[src/rtl/cpu_io_mux_if.sv]
// CPU I/O bus plus channel request/ack bundle for cpu_io_mux; slave = the mux, master = CPU/channel side.
// wait_n exists only when CPU_IO_MUX_WAIT_EN is defined.
interface cpu_io_mux_if #(
    parameter int NUM_CH = 4
);
    logic [5:0]          A;
    logic                rd_iorq_n;
    logic                wr_iorq_n;
    logic [7:0]          cd_in;
    logic [7:0]          cd_out;
    logic                cd_oe;
    logic                cs_n;
    logic [NUM_CH-1:0]   ch_req;
    logic                ch_wr;
    logic [7:0]          ch_data_out;
    logic [NUM_CH*8-1:0] ch_data_in;
    logic [NUM_CH-1:0]   ch_ack;
`ifdef CPU_IO_MUX_WAIT_EN
    logic                wait_n;

    modport slave (
        input  A, rd_iorq_n, wr_iorq_n, cd_in, ch_data_in, ch_ack,
        output cd_out, cd_oe, cs_n, ch_req, ch_wr, ch_data_out, wait_n
    );
    modport master (
        output A, rd_iorq_n, wr_iorq_n, cd_in, ch_data_in, ch_ack,
        input  cd_out, cd_oe, cs_n, ch_req, ch_wr, ch_data_out, wait_n
    );
`else
    modport slave (
        input  A, rd_iorq_n, wr_iorq_n, cd_in, ch_data_in, ch_ack,
        output cd_out, cd_oe, cs_n, ch_req, ch_wr, ch_data_out
    );
    modport master (
        output A, rd_iorq_n, wr_iorq_n, cd_in, ch_data_in, ch_ack,
        input  cd_out, cd_oe, cs_n, ch_req, ch_wr, ch_data_out
    );
`endif
endinterface

[src/rtl/cpu_io_mux.sv]
// cpu_io_mux: syncs Z80 IORQ strobes, decodes A[7:2] onto NUM_CH channels, one-shot req / ack with timeout.
// Latency: ch_req SYNC_STAGES+1 clk after the strobe pin falls; cd_oe/cd_out the cycle after ch_ack.
// Backpressure: cycle parks in WAIT until ch_ack or ACK_TIMEOUT; wait_n stalls the CPU when CPU_IO_MUX_WAIT_EN.
module cpu_io_mux #(
    parameter int                  NUM_CH      = 4,
    parameter logic [NUM_CH*6-1:0] CH_BASE     = {NUM_CH{6'h00}},
    parameter logic [NUM_CH*6-1:0] CH_MASK     = {NUM_CH{6'h3F}},
    parameter int                  SYNC_STAGES = 2,
    parameter int                  ACK_TIMEOUT = 15,
    parameter logic [7:0]          IDLE_DATA   = 8'hFF
) (
    input  logic         clk,
    input  logic         reset_n,
    cpu_io_mux_if.slave  bus
);

    typedef enum logic [1:0] {S_IDLE, S_REQ, S_WAIT, S_HOLD} state_t;

    // cnt holds (WAIT cycles so far - 1) while in WAIT
    localparam logic [7:0] TO_LAST = 8'(ACK_TIMEOUT - 1);

    state_t              state, state_nxt;
    logic [SYNC_STAGES-1:0] rd_sync, wr_sync;
    logic                rd_s, wr_s, rd_prev, wr_prev;
    logic                start_rd, start_wr, start_hit;
    logic                released, ack_hit, timeout;
    logic [NUM_CH-1:0]   match, sel;
    logic                is_wr;
    logic [7:0]          wr_data, rd_data, ack_data, cnt;
    logic [NUM_CH-1:0]   ch_req;
    logic                ch_wr, cs_n, cd_oe;

    assign rd_s = rd_sync[SYNC_STAGES-1];
    assign wr_s = wr_sync[SYNC_STAGES-1];

    always_ff @(posedge clk or negedge reset_n) begin
        if (!reset_n) begin
            rd_sync <= '1;
            wr_sync <= '1;
            rd_prev <= 1'b1;
            wr_prev <= 1'b1;
        end else begin
            rd_sync <= {rd_sync[SYNC_STAGES-2:0], bus.rd_iorq_n};
            wr_sync <= {wr_sync[SYNC_STAGES-2:0], bus.wr_iorq_n};
            rd_prev <= rd_s;
            wr_prev <= wr_s;
        end
    end

    // a start needs the other strobe idle, so both-low never decodes
    assign start_rd = rd_prev & ~rd_s & wr_s;
    assign start_wr = wr_prev & ~wr_s & rd_s;

    always_comb begin
        match = '0;
        for (int i = NUM_CH - 1; i >= 0; i--) begin
            if (((bus.A ^ CH_BASE[i*6 +: 6]) & CH_MASK[i*6 +: 6]) == 6'h00) begin
                match    = '0;
                match[i] = 1'b1;
            end
        end
    end

    always_comb begin
        ack_data = '0;
        for (int i = 0; i < NUM_CH; i++) begin
            if (sel[i]) ack_data = ack_data | bus.ch_data_in[i*8 +: 8];
        end
    end

    assign start_hit = (state == S_IDLE) & (start_rd | start_wr) & (|match);
    assign released  = is_wr ? wr_s : rd_s;
    assign ack_hit   = |(bus.ch_ack & sel);
    assign timeout   = (cnt == TO_LAST);

    always_ff @(posedge clk or negedge reset_n) begin
        if (!reset_n) state <= S_IDLE;
        else          state <= state_nxt;
    end

    always_comb begin
        state_nxt = state;
        case (state)
            S_IDLE: if (start_hit) state_nxt = S_REQ;
            S_REQ:  state_nxt = released ? S_IDLE : S_WAIT;
            S_WAIT: begin
                if (released)                state_nxt = S_IDLE;
                else if (ack_hit || timeout) state_nxt = S_HOLD;
            end
            S_HOLD: if (released) state_nxt = S_IDLE;
            default: state_nxt = S_IDLE;
        endcase
    end

    always_ff @(posedge clk or negedge reset_n) begin
        if (!reset_n) begin
            sel     <= '0;
            is_wr   <= 1'b0;
            wr_data <= 8'h00;
            rd_data <= 8'h00;
            cnt     <= 8'h00;
        end else begin
            if (start_hit) begin
                sel   <= match;
                is_wr <= start_wr;
                if (start_wr) wr_data <= bus.cd_in;
            end
            cnt <= (state == S_WAIT) ? cnt + 8'd1 : 8'd0;
            // ack wins over a coincident timeout
            if (state == S_WAIT && !released && !is_wr) begin
                if (ack_hit)      rd_data <= ack_data;
                else if (timeout) rd_data <= IDLE_DATA;
            end
        end
    end

    always_comb begin
        ch_req = '0;
        ch_wr  = 1'b0;
        cs_n   = 1'b1;
        cd_oe  = 1'b0;
        case (state)
            S_REQ: begin
                ch_req = sel;
                ch_wr  = is_wr;
                cs_n   = 1'b0;
            end
            S_WAIT: cs_n = 1'b0;
            S_HOLD: begin
                cs_n  = 1'b0;
                cd_oe = ~is_wr;
            end
            default: ;
        endcase
    end

    assign bus.ch_req      = ch_req;
    assign bus.ch_wr       = ch_wr;
    assign bus.cs_n        = cs_n;
    assign bus.cd_oe       = cd_oe;
    assign bus.cd_out      = rd_data;
    assign bus.ch_data_out = wr_data;

`ifdef CPU_IO_MUX_WAIT_EN
    assign bus.wait_n = ~(start_hit | (((state == S_REQ) | (state == S_WAIT)) & ~released));
`endif

endmodule

[src/flat_wrapper.sv]
// flat-port wrapper written by rule: the top's interface ports become plain ports
module cpu_io_mux_flat 
#(
    parameter int                  NUM_CH      = 4,
    parameter logic [NUM_CH*6-1:0] CH_BASE     = {NUM_CH{6'h00}},
    parameter logic [NUM_CH*6-1:0] CH_MASK     = {NUM_CH{6'h3F}},
    parameter int                  SYNC_STAGES = 2,
    parameter int                  ACK_TIMEOUT = 15,
    parameter logic [7:0]          IDLE_DATA   = 8'hFF
)
  (clk, reset_n, bus_A, bus_rd_iorq_n, bus_wr_iorq_n, bus_cd_in, bus_ch_data_in, bus_ch_ack, bus_cd_out, bus_cd_oe, bus_cs_n, bus_ch_req, bus_ch_wr, bus_ch_data_out);
  cpu_io_mux_if #(.NUM_CH(NUM_CH)) bus_i ();
  input  logic clk;
  input  logic reset_n;
  input wire logic [$bits(bus_i.A)-1:0] bus_A;
  input wire logic [$bits(bus_i.rd_iorq_n)-1:0] bus_rd_iorq_n;
  input wire logic [$bits(bus_i.wr_iorq_n)-1:0] bus_wr_iorq_n;
  input wire logic [$bits(bus_i.cd_in)-1:0] bus_cd_in;
  input wire logic [$bits(bus_i.ch_data_in)-1:0] bus_ch_data_in;
  input wire logic [$bits(bus_i.ch_ack)-1:0] bus_ch_ack;
  output wire logic [$bits(bus_i.cd_out)-1:0] bus_cd_out;
  output wire logic [$bits(bus_i.cd_oe)-1:0] bus_cd_oe;
  output wire logic [$bits(bus_i.cs_n)-1:0] bus_cs_n;
  output wire logic [$bits(bus_i.ch_req)-1:0] bus_ch_req;
  output wire logic [$bits(bus_i.ch_wr)-1:0] bus_ch_wr;
  output wire logic [$bits(bus_i.ch_data_out)-1:0] bus_ch_data_out;
  assign bus_i.A = bus_A;
  assign bus_i.rd_iorq_n = bus_rd_iorq_n;
  assign bus_i.wr_iorq_n = bus_wr_iorq_n;
  assign bus_i.cd_in = bus_cd_in;
  assign bus_i.ch_data_in = bus_ch_data_in;
  assign bus_i.ch_ack = bus_ch_ack;
  assign bus_cd_out = bus_i.cd_out;
  assign bus_cd_oe = bus_i.cd_oe;
  assign bus_cs_n = bus_i.cs_n;
  assign bus_ch_req = bus_i.ch_req;
  assign bus_ch_wr = bus_i.ch_wr;
  assign bus_ch_data_out = bus_i.ch_data_out;
  cpu_io_mux #(.NUM_CH(NUM_CH), .CH_BASE(CH_BASE), .CH_MASK(CH_MASK), .SYNC_STAGES(SYNC_STAGES), .ACK_TIMEOUT(ACK_TIMEOUT), .IDLE_DATA(IDLE_DATA)) u_core (.clk(clk), .reset_n(reset_n), .bus(bus_i));
endmodule
[config.mk]
export PLATFORM = sky130hd
export DESIGN_NAME = cpu_io_mux_flat
export DESIGN_NICKNAME = d
export VERILOG_FILES = /design/src/rtl/cpu_io_mux_if.sv /design/src/rtl/cpu_io_mux.sv /design/src/flat_wrapper.sv
export SDC_FILE = /design/constraint.sdc
export NUM_CORES = 1
export LEC_CHECK = 0
export CELL_PAD_IN_SITES_DETAIL_PLACEMENT = 0
export CELL_PAD_IN_SITES_GLOBAL_PLACEMENT = 1
export CORE_MARGIN = 5
export CORE_UTILIZATION = 33
export CTS_BUF_LIST = sky130_fd_sc_hd__clkbuf_4
export DETAILED_ROUTE_END_ITERATION = 12
export GPL_TIMING_DRIVEN = 0
export PLACE_DENSITY_LB_ADDON = 0.1
export SYNTH_ARGS = -nofsm -noshare
export SYNTH_HDL_FRONTEND = slang
export SYNTH_SLANG_ARGS = --single-unit
[constraint.sdc]
create_clock -name clk -period 2.4 [get_ports clk]
set_clock_uncertainty 0.2 [all_clocks]
set_input_delay 0.48 -clock clk [delete_from_list [all_inputs] [get_ports clk]]
set_output_delay 0.48 -clock clk [all_outputs]
set_load 0.05 [all_outputs]
==> flow_metrics.tcl <==
set metrics [dict create \
    grt_antenna_before_repair 0 \
    synth_top_family_by_area "simple AND/OR/NAND/NOR gates" \
    grt_pass1_wl_mm 5.871 \
    drtPass1Iterations 4 \
    synthSimpleGateAreaFrac 0.1770 \
    hpwl_mm 2.543 \
    drc 0 \
    stdcell_area_sq_um 2187 \
    status "complete, but fails checks" \
    cts_max_path_buffers 2 \
    drt-initial-drc-count 42 \
    place_ws_ns 0.02538 \
    dp_cells 235 \
    area_delta_synth_final_pct 41.31 \
    clk_pin_slew_ns 0.12 \
    slew_viol_final 0 \
    final_cell_mix "clkdlybuf4s50_1, dfrtp_1, a211oi_1" \
    yosysWarnings 0 \
    yosysSeqAreaShare 0.5546 \
    cp_slowest_cell "dlygate4sd2_1" \
    synth_cell_types 38 \
    die_h_um 78.49 \
    finalHoldViolCount 2 \
    cts_tree "done" \
    rsz0062_at_grt "false" \
    fp.dieW_um 78.49 \
    vias 1194 \
    violations "hold timing" \
    placed_cell_area_sq_um 2083 \
    crit_required_ns 1.72 \
    wl_mm 3.502 \
    final_nets 244 \
    synth_seq_cells 34 \
    grt_pass1_vias 1270 \
    synthCells 133 \
    cts_setup_buffers 0 \
    irDropWorstVdd_v 0.0004778 \
    cp.arrival_ns 1.57 \
    synthAdderAreaFrac 0.01617 \
    worstSetupPathType "reg2out" \
    initial_core_util 0.3343 \
    powerDensity_nw_per_um2 584.5 \
    path_cells "nor2_1 -> dlygate4sd2_1" \
    cp.buffers_inverters 1 \
    timing.rr.start "u_core.state[1]" \
    cp_slowest_stage_delay_ns 0.55 \
    diodes 0 \
    crit_path_end_kind "output port" \
    setup_viol_count_final 0 \
    final_util 0.4724 \
    drive_gt1_frac 0.2011 \
    cts_made_buffers 5 \
    io_buffers 46 \
    die-area_sq_um 6160 \
    maxSlewHeadroom 0.4877 \
    mostFrequentLayoutCell "clkdlybuf4s50_1" \
    placementRows 25 \
    grt-ovfl-total 0 \
    worst_slew_pin_slew_ns 0.7685 \
    clk_latency_ns 0.34 \
    timing.final.ws_setup_ns 0.1543 \
    avgSynthCellArea_sq_um 11.64 \
    p_leak_nw 0.9276 \
    core_area_sq_um 4629 \
    ios 77 \
    grt_max_degree 35 \
    critPathLaunch "u_core.state[1]" \
    timing.hold.ws_ns -0.0007861 \
    finalCriticalPeriod_ns 2.246 \
    vias_per_cell 4.914 \
    synth-compound-area-share 0.1140 \
    clock_sink_count 34 \
    routedWlPerCell_um 14.41 \
    cp-start-kind "register" \
    ant_nets 0 \
    synth-xor-area-share 0.01698 \
    gp_congestion 0.7192 \
    root_buffer "clkbuf_4" \
    instances_no_fill 243 \
    synth_area_sq_um 1548 \
    synthMuxAreaShare 0.06467 \
    h-tree-depth 2 \
    hp-class "in2async" \
    cp_top_family "buffers and inverters" \
    drv_cap 0 \
    fin_crit_sh 0.9357 \
    worst-path-max-fanout 8 \
    fmax_mhz 445.3 \
    grt_util_all_layers 0.1227 \
]
==> what timing repair did <==
| item | 4_1_cts | 5_1_grt |
|---|---|---|
| resized for setup | 9 | 3 |
| hold buffers | 0 | 0 |
| endpoints found under the setup margin | 4 | 2 |
| cloned | 0 | 0 |
| pin swaps | 0 | 0 |
==> sequential cells by signal (all words and copies together), names as in the netlist <==
name	count
u_core.bus.cd_out	8
u_core.state	2
u_core.wr_sync	2
u_core.rd_prev	1
u_core.bus.ch_data_out	8
u_core.is_wr	1
u_core.cnt	8
u_core.sel	1
u_core.rd_sync	2
u_core.wr_prev	1
==> kinds of logic after synthesis <==
kind of cell	count (synthesis)
mux	9
flops	34
other cells	1
simple gates	41
fa+ha+maj	2
buf+inv	17
xor+xnor	3
compound gates	26
==> worst paths after layout <==
| check | depth (start not counted) | slack [ns] | end |
|---|---|---|---|
| max in group asynchronous | 1 | 1.47 | u_core.state[0] |
| min in group clk | 0 | 0.16 | u_core.wr_sync[1] |
| setup / recovery | 2 | 0.15 | bus_cs_n |
| hold reg to reg | 0 | 0.16 | u_core.wr_sync[1] |
| hold / removal | 1 | -0.0008 | u_core.cnt[6] |
| setup reg to reg | 4 | 0.53 | u_core.bus.cd_out[4] |
==> through the flow <==
stage / TNS, ns / total power, mW
3_3_place_gp: -1.617 / 0.7484
4_1_cts: 0 / 1.300
6_report: 0 / 1.278
2_1_floorplan: 0 / 0.6756
3_5_place_dp: 0 / 0.7510
5_1_grt: 0 / 1.336
==> synth_stat cells <==
cell | count | area share
a211oi_1 | 16 | 0.078
a21oi_1 | 3 | 0.0097
a311oi_1 | 1 | 0.0057
and2_1 | 2 | 0.0081
and3_1 | 1 | 0.0040
and3_2 | 1 | 0.0049
and3b_1 | 2 | 0.011
buf_2 | 1 | 0.0032
buf_4 | 3 | 0.015
buf_6 | 1 | 0.0073
clkbuf_1 | 1 | 0.0024
conb_1 | 1 | 0.0024
dfrtp_1 | 28 | 0.45
dfstp_2 | 6 | 0.10
ha_1 | 2 | 0.016
inv_1 | 11 | 0.027
mux2_1 | 1 | 0.0073
mux2_2 | 7 | 0.051
mux2i_1 | 1 | 0.0065
nand2_1 | 4 | 0.0097
nand2b_1 | 1 | 0.0040
nand3_1 | 3 | 0.0097
nand3_4 | 1 | 0.011
nand4_1 | 1 | 0.0040
nor2_1 | 14 | 0.034
nor2b_1 | 1 | 0.0040
nor3_1 | 1 | 0.0032
nor3b_1 | 1 | 0.0049
nor3b_2 | 1 | 0.0081
nor4_2 | 1 | 0.0081
nor4_4 | 1 | 0.014
nor4b_4 | 1 | 0.015
nor4bb_1 | 1 | 0.0065
o211ai_1 | 1 | 0.0049
o21ai_0 | 5 | 0.016
or3_1 | 3 | 0.012
xnor2_1 | 1 | 0.0057
xor2_1 | 2 | 0.011
==> final cells by class <==
cell class / instances / area (sq um)
buffer: 6 / 42.54
clock buffer: 5 / 37.54
clock inverter: 3 / 68.82
fill: 431 / 2442
inverter: 11 / 41.29
multi-input combinational: 84 / 618.1
sequential: 34 / 859.6
tap: 54 / 67.56
timing repair buffer: 46 / 451.7
==> metal layers <==
metal  track usage  routed length, um  up-vias
li1              -                  -      575
met1        0.1408               1526      583
met2        0.2021               1733       34
met3       0.05275                211        2
met4       0.04720                 30        0
met5             0                  0        -
==> where the power goes <==
group	switching (mW)	internal (mW)	total (mW)	leakage [nW]
Clock	0.215	0.326	0.540	0.0554
Combinational	0.0703	0.0667	0.137	0.426
Sequential	0.00944	0.592	0.601	0.446
Power figures use the tool's default switching activity.
